==> src/rtl/pipe_stage_reg_elastic.sv <==
//------------------------------------------------------------------------------
// pipe_stage_reg_elastic
//
// Generic elastic pipeline-stage register with a valid/ready handshake on both
// sides and a 2-entry (main + skid) buffer. It sits between two pipeline
// stages; the caller packs and unpacks the payload. The stage can hold one
// extra entry, so in_ready depends only on registered state and never on
// out_ready. Sustained throughput is therefore one transfer per cycle.
//
// Parameters
//   DATA_W  payload width in bits
//   CTRL_W  number of payload LSBs that carry side-effecting enables. These
//           bits read as zero whenever out_valid is low. Range 1..DATA_W.
//   CNT_W   width of the saturating back-pressure stall counter
//
// Ports
//   clk           clock, rising edge
//   rst           asynchronous active-high reset
//   flush         synchronous squash of every held entry (bubble insertion)
//   in_valid      upstream offers in_data
//   in_ready      stage can accept (low only while the skid entry is occupied)
//   in_data       upstream payload
//   out_valid     out_data holds a live entry
//   out_ready     downstream accepts
//   out_data      payload to downstream, control LSBs masked when invalid
//   stall_cycles  saturating count of cycles with out_valid && !out_ready
//------------------------------------------------------------------------------
module pipe_stage_reg_elastic #(
   parameter int DATA_W = 150,
   parameter int CTRL_W = 6,
   parameter int CNT_W  = 16
) (
   input  logic              clk,
   input  logic              rst,
   input  logic              flush,
   input  logic              in_valid,
   output logic              in_ready,
   input  logic [DATA_W-1:0] in_data,
   output logic              out_valid,
   input  logic              out_ready,
   output logic [DATA_W-1:0] out_data,
   output logic [CNT_W-1:0]  stall_cycles
);

   // State encoding is {skidValid, mainValid}. The value 2'b10 would mean
   // "skid occupied but main empty", which would break arrival ordering.
   // The transitions never produce it, and the default arm recovers from it.
   typedef enum logic [1:0] {
      EMPTY = 2'b00,
      FULL  = 2'b01,
      SKID  = 2'b11
   } state_t;

   // Mask that keeps the payload bits above the control field. It is all
   // zeros when CTRL_W == DATA_W, because the shift then yields zero.
   localparam logic [DATA_W-1:0] UPPER_KEEP =
      ~((DATA_W'(1'b1) << CTRL_W) - DATA_W'(1'b1));

   localparam logic [CNT_W-1:0] CNT_MAX = {CNT_W{1'b1}};

   state_t            state_r;
   logic [DATA_W-1:0] mainData_r;
   logic [DATA_W-1:0] skidData_r;
   logic [CNT_W-1:0]  stallCnt_r;

   logic [1:0]        stateBits_s;
   logic              mainValid_s;
   logic              skidValid_s;
   logic              inFire_s;
   logic              outFire_s;
   logic              stallNow_s;

   // Zero the control field of a payload word. This keeps the invariant that
   // a non-live main entry never holds asserted enables.
   function automatic logic [DATA_W-1:0] clearCtrl(input logic [DATA_W-1:0] d);
      clearCtrl = d & UPPER_KEEP;
   endfunction

   // Apply the control-field mask according to the liveness of the entry.
   function automatic logic [DATA_W-1:0] maskCtrl(input logic [DATA_W-1:0] d,
                                                  input logic              live);
      maskCtrl = d & (UPPER_KEEP | {DATA_W{live}});
   endfunction

   assign stateBits_s = state_r;
   assign mainValid_s = stateBits_s[0];
   assign skidValid_s = stateBits_s[1];

   // Handshake qualifiers; inFire_s uses the registered in_ready term.
   assign inFire_s   = in_valid & ~skidValid_s;
   assign outFire_s  = mainValid_s & out_ready;
   assign stallNow_s = mainValid_s & ~out_ready;

   // Handshake state machine and payload storage. Flush overrides every
   // transition. A transfer offered in the flush cycle is dropped.
   always_ff @(posedge clk or posedge rst) begin
      if (rst) begin
         state_r    <= EMPTY;
         mainData_r <= {DATA_W{1'b0}};
         skidData_r <= {DATA_W{1'b0}};
      end else if (flush) begin
         state_r    <= EMPTY;
         mainData_r <= clearCtrl(mainData_r);
      end else begin
         case (state_r)
            EMPTY: begin
               if (inFire_s) begin
                  state_r    <= FULL;
                  mainData_r <= in_data;
               end else begin
                  state_r    <= EMPTY;
               end
            end
            FULL: begin
               if (inFire_s && outFire_s) begin
                  // Pass-through: the old entry leaves and the new one replaces it.
                  state_r    <= FULL;
                  mainData_r <= in_data;
               end else if (outFire_s) begin
                  state_r    <= EMPTY;
                  mainData_r <= clearCtrl(mainData_r);
               end else if (inFire_s) begin
                  // Downstream stalled: park the newcomer behind the main entry.
                  state_r    <= SKID;
                  skidData_r <= in_data;
               end else begin
                  state_r    <= FULL;
               end
            end
            SKID: begin
               // in_ready is low here, so only the drain side can move.
               if (outFire_s) begin
                  state_r    <= FULL;
                  mainData_r <= skidData_r;
               end else begin
                  state_r    <= SKID;
               end
            end
            default: begin
               state_r    <= EMPTY;
               mainData_r <= clearCtrl(mainData_r);
            end
         endcase
      end
   end

   // Saturating back-pressure counter. Flush does not clear it, and a stall
   // in the flush cycle still counts.
   always_ff @(posedge clk or posedge rst) begin
      if (rst) begin
         stallCnt_r <= {CNT_W{1'b0}};
      end else if (stallNow_s && (stallCnt_r != CNT_MAX)) begin
         stallCnt_r <= stallCnt_r + CNT_W'(1'b1);
      end else begin
         stallCnt_r <= stallCnt_r;
      end
   end

   // Every output is taken directly from a register. The control mask is
   // applied again at the output as a second guard on the enable bits.
   assign in_ready     = ~skidValid_s;
   assign out_valid    = mainValid_s;
   assign out_data     = maskCtrl(mainData_r, mainValid_s);
   assign stall_cycles = stallCnt_r;

endmodule
==> config.mk <==
export PLATFORM = sky130hd
export DESIGN_NAME = pipe_stage_reg_elastic
export DESIGN_NICKNAME = d
export VERILOG_FILES = /design/src/rtl/pipe_stage_reg_elastic.sv
export SDC_FILE = /design/constraint.sdc
export NUM_CORES = 1
export LEC_CHECK = 0
export CAP_MARGIN = 5
export CELL_PAD_IN_SITES_DETAIL_PLACEMENT = 1
export CELL_PAD_IN_SITES_GLOBAL_PLACEMENT = 2
export CORE_MARGIN = 2
export CORE_UTILIZATION = 36
export CTS_CLUSTER_SIZE = 24
export DETAILED_ROUTE_END_ITERATION = 16
export PLACE_DENSITY = 0.9
export SKIP_LAST_GASP = 1
export SLEW_MARGIN = 20
export SYNTH_ARGS = -nofsm -noshare
export SYNTH_HDL_FRONTEND = slang
export SYNTH_SLANG_ARGS = --single-unit
==> constraint.sdc <==
create_clock -name clk -period 27.2 [get_ports clk]
set_input_delay 4.08 -clock clk [delete_from_list [all_inputs] [get_ports clk]]
set_output_delay 4.08 -clock clk [all_outputs]
set_load 0.02 [all_outputs]
* Yosys cells after proc, flatten, opt, wreduce, memory -nomap -nowiden
Cells that the tools add are included.
** Cells by class
- Bitwise gates (word level) :: 9
- Multiplexer cells :: 13
- Eq/ne operators :: 9
- Reduce and logical (&&, ||, !) cells :: 7
- $add $sub $neg :: 1
** Operators by type and width (count)
- 150-bit 2-to-1 mux :: 3
- 150-bit case mux with 3 select lines :: 1
- 150-bit AND :: 1
- 16-bit by 1-bit adder with 16-bit output (second input constant) :: 1
- 16-bit inequality test (second input constant) :: 1
- 6-bit 2-to-1 mux :: 2
- 2-bit 2-to-1 mux :: 5
- 5-bit AND reduction :: 2
- 2-bit inequality test (second input constant) :: 3
- 3-bit inequality test (second input constant) :: 2
- 2-bit case mux with 3 select lines :: 1
- 1-bit NOT :: 5
- 4-bit inequality test (second input constant) :: 1
- 1-bit AND :: 3
- 3-bit AND reduction :: 1
- 3-bit nonzero test :: 1
- 2-bit by 1-bit == test with 1-bit output (second input constant) :: 1
- 2-bit == test (second input constant) :: 1
- 1-bit logical AND :: 2
- 2-bit zero test :: 1
- 1-bit 2-to-1 mux :: 1
** Word-level totals
- Logic and storage cells :: 44
- Input bits :: 155
- Bits in registers :: 318

* Logic depth before layout (Yosys ltp)
- Depth after elaboration :: 7
- Depth in mapped cells :: 7
- Depth with buffers taken out :: 5

* Worst setup path before layout
No wires, ideal clock.
- Kind :: input port to flip-flop
- Start point :: input out_ready
- End point :: register skidData_r[102]
- Arrival :: 5.292 ns
- Slack :: 21.780 ns
- Library setup time :: 0.128 ns
- Cell stages on the path :: 7
- Path through :: inv_1 nand2_2 or3_1 buf_2 buf_6 buf_6 mux2_1
** Between the ends
- Longest elaborated chain between the ends :: 4
- Elaborated cells between the ends (all ways) :: 5
** Ends and longest elaborated chain
- from (decl) :: line 40 : input logic out_ready,
- 1-bit AND * :: line 91 : assign outFire_s = mainValid_s & out_ready;
- 1-bit logical AND :: line 115 : if (inFire_s && outFire_s) begin
- 1-bit NOT (no line)
- 5-bit AND reduction (no line) *
- to (signal assigned) :: line 100 : skidData_r <= {DATA_W{1'b0}};
- to (signal assigned) :: line 125 : skidData_r <= in_data;
- to (decl) :: line 63 : logic [DATA_W-1:0] skidData_r;
Mark *: on every way between the ends. The rest lies on a longest branch, timed or not.
A chain may end at the register's enable or synchronous reset.

* Final worst setup path
- Start point :: input out_ready
- End point :: register skidData_r[69]
Same word-level chain as after synthesis.

==> flow_metrics.env <==
export IMPL_status="finished, final reports clean"
export IMPL_rows=73
export IMPL_hold_viol=0
export IMPL_min_delay_start="skidData_r[12]$_DFFE_PP0P_"
export IMPL_startpoint_type="primary input"
export IMPL_cts_buffers=37
export IMPL_maxSlewHeadroom_pct=27.91
export IMPL_crit_required_ns=27.61
export IMPL_cts_resized_gates=0
export IMPL_fin_crit_ns=6.532
export IMPL_synthFlopType="dfrtp_1"
export IMPL_antenna_found_initial=3
export IMPL_finalSetupViolCount=0
export IMPL_clk_latency_ns=0.54
export IMPL_drt_pass1_iter_count=5
export IMPL_power_density_nw_per_um2=80.37
export IMPL_ys_ff_latch=318
export IMPL_grt_pass1_wl_um=60090
export IMPL_end_kind="flip-flop"
export IMPL_crit_path_top_delay_cell="buf_4"
export IMPL_most_common_layout_cells="clkdlybuf4s50_1 (322), dfrtp_1 (318), nor2_1 (149), a21oi_1 (146), a22oi_1 (144)"
export IMPL_drv_slew=0
export IMPL_die_h_um=204.6
export IMPL_worst_slack_ns=20.67
export IMPL_cp_startpoint="out_ready"
export IMPL_grt_overflow=0
export IMPL_wl_um=38350
export IMPL_max_stage_delay_ns=0.89
export IMPL_leakage_nw=7.843
export IMPL_area_growth_pct=25.21
export IMPL_syn_avg_cell_area_um2=11.89
export IMPL_dpl_worst_slack_ns=20.11
export IMPL_syn_inst=1218
export IMPL_final_common_cell="clkdlybuf4s50_1"
export IMPL_finalClockSkew_ns=0.01047
export IMPL_synth_seq_area_share_pct=54.96
export IMPL_drv_cap=0
export IMPL_worst_slew_pin_transition_ns=1.081
export IMPL_ys_warn_count=0
export IMPL_drive_gt1_share_pct=15.43
export IMPL_clock_path_buffers=3
export IMPL_hpwlAfterDp_um=24140
export IMPL_cts_root_buffer="clkbuf_16"
export IMPL_total_power_mw=1.457
export IMPL_syn_area_um2=14480
export IMPL_drc=0
export IMPL_hp_class="flip-flop to flip-flop"
export IMPL_fin_util_pct=45.63
export IMPL_tns_ns=0
export IMPL_crit_fanout=64
export IMPL_hold_buffers=0
export IMPL_rsz0062_at_grt="no"
export IMPL_wl_per_cell_um=20.01
export IMPL_ys_types=36
export IMPL_fillers=4169
export IMPL_portBuffers=322
export IMPL_critPathKind="primary input to flip-flop"
export IMPL_grt_max_degree=129
export IMPL_io_pins=323
export IMPL_drtAntennaViolNets=0
export IMPL_grt_pass1_vias=10590
export IMPL_place_congestion=0.7652
export IMPL_dr_first_iter_drc_count=549
export IMPL_via_per_inst=5.150
export IMPL_critPathArrivalTime_ns=6.95
export IMPL_post_cts_repair_setup_buffers=0
export IMPL_clock_sinks=318
export IMPL_final_nets=1523
export IMPL_fmaxAchievable_ghz=0.1531
export IMPL_cp_top_family="buffers and inverters"
export IMPL_clk_pin_slew_worst_paths_ns=0.06
export IMPL_path_buf_inv=3
export IMPL_core_um2=39730
export IMPL_gr_usage_all_layers_pct=18.13
export IMPL_peakVddDrop_uv=46.62
export IMPL_initial_utilization_pct=36.44
export IMPL_num_vias=9868
export IMPL_synth_edff_count=0
export IMPL_fin_crit_sh_pct=24.01
export IMPL_die_area_um2=41840
export IMPL_crit_chain="clkdlybuf4s50_1 -> inv_1 -> nand2_2 -> or3_4 -> buf_4 -> mux2_2"
export IMPL_async_flop_share_pct=100.0
export IMPL_htreeDepth=2
export IMPL_syn_nets=1374
export IMPL_cts_tree="built"
export IMPL_r2r_start="stateBits_s[0]$_DFF_PP0_"
export IMPL_die_w_um=204.6
[worst paths after layout]
kind / endpoint / slack [ns] / cells past startpoint
max: skidData_r[69]$_DFFE_PP0P_ / 20.67 / 6
min: skidData_r[12]$_DFFE_PP0P_ / 0.50 / 1
max reg2reg: mainData_r[50]$_DFFE_PP0P_ / 24.07 / 6
min reg2reg: skidData_r[12]$_DFFE_PP0P_ / 0.50 / 1
max in group asynchronous: skidData_r[135]$_DFFE_PP0P_ / 20.96 / 4
min in group asynchronous: skidData_r[83]$_DFFE_PP0P_ / 4.13 / 2
[power breakdown]
group	internal (mW)	switching, mW	total (mW)
Clock	0.282	0.194	0.476
Sequential	0.574	0.0667	0.641
Combinational	0.184	0.156	0.340
[routing by layer]
metal / wire length, um / GRT usage (%) / part of all wire (%) / up-vias
met2: 18120 / 28.63 / 47 / 284
met1: 16810 / 24.08 / 44 / 5050
met3: 2295 / 4.709 / 6.0 / 69
li1: - / - / - / 4465
met5: 0 / 0 / 0 / -
met4: 1127 / 6.444 / 2.9 / 0
[state kept, by name, summed over array words and instances, names as in the netlist]
name,count
mainData_r,150
stall_cycles,16
stateBits_s,2
skidData_r,150
[Yosys cell counts (all sizes together), types with 2 or more instances]
cell type  number  area (um2)
a21oi         147       735.7
a22o           12       105.1
a22oi         144        1081
and2            6       37.54
and3            3       18.77
buf           193        1390
clkbuf         32       120.1
dfrtp         318        7958
inv             4       15.01
mux2          153        2061
nand2          10       40.04
nand3           3       15.01
nand4           4       25.02
nor2          150       563.0
nor3            5       25.02
nor4            8       56.30
nor4b           3       26.28
o21ai           2       10.01
xor2           12       105.1
[stage by stage]
stage                     instance area (um2)  hold slack [ns]  std cells
after floorplan                         14480           0.4577       1218
after global placement                  16980           0.4739       1853
after detailed placement                16980           0.4869       1853
after CTS                               18120           0.5008       1912
after global routing                    18130           0.5131       1914
final                                   18130           0.4955       1916
[area by class of cell]
| cell class | instances | area, um2 | area share [%] |
|---|---|---|---|
| antenna | 4 | 10.01 | 0.05521 |
| clock buffer | 56 | 1120 | 6.176 |
| clock inverter | 3 | 22.52 | 0.1242 |
| inverter | 4 | 22.52 | 0.1242 |
| multi-input combinational | 671 | 5021 | 27.69 |
| sequential | 318 | 7958 | 43.89 |
| tap | 525 | 656.9 | 3.623 |
| timing repair buffer | 335 | 3321 | 18.31 |
[kinds of logic (layout without fill, tap and decap cells)]
family	after synthesis	after routing	synth area share, %
xor gates and xnor gates	12	12	0.7258
AOI/OAI and AO/OA	308	308	13.64
other	0	4	0
DFF	318	318	54.96
and+or+nand+nor	197	197	5.833
muxes	153	153	14.23
buffers and inverters	229	398	10.53
adders and majority gates	1	1	0.08639
Note: power is estimated with default switching activity, not from simulation.
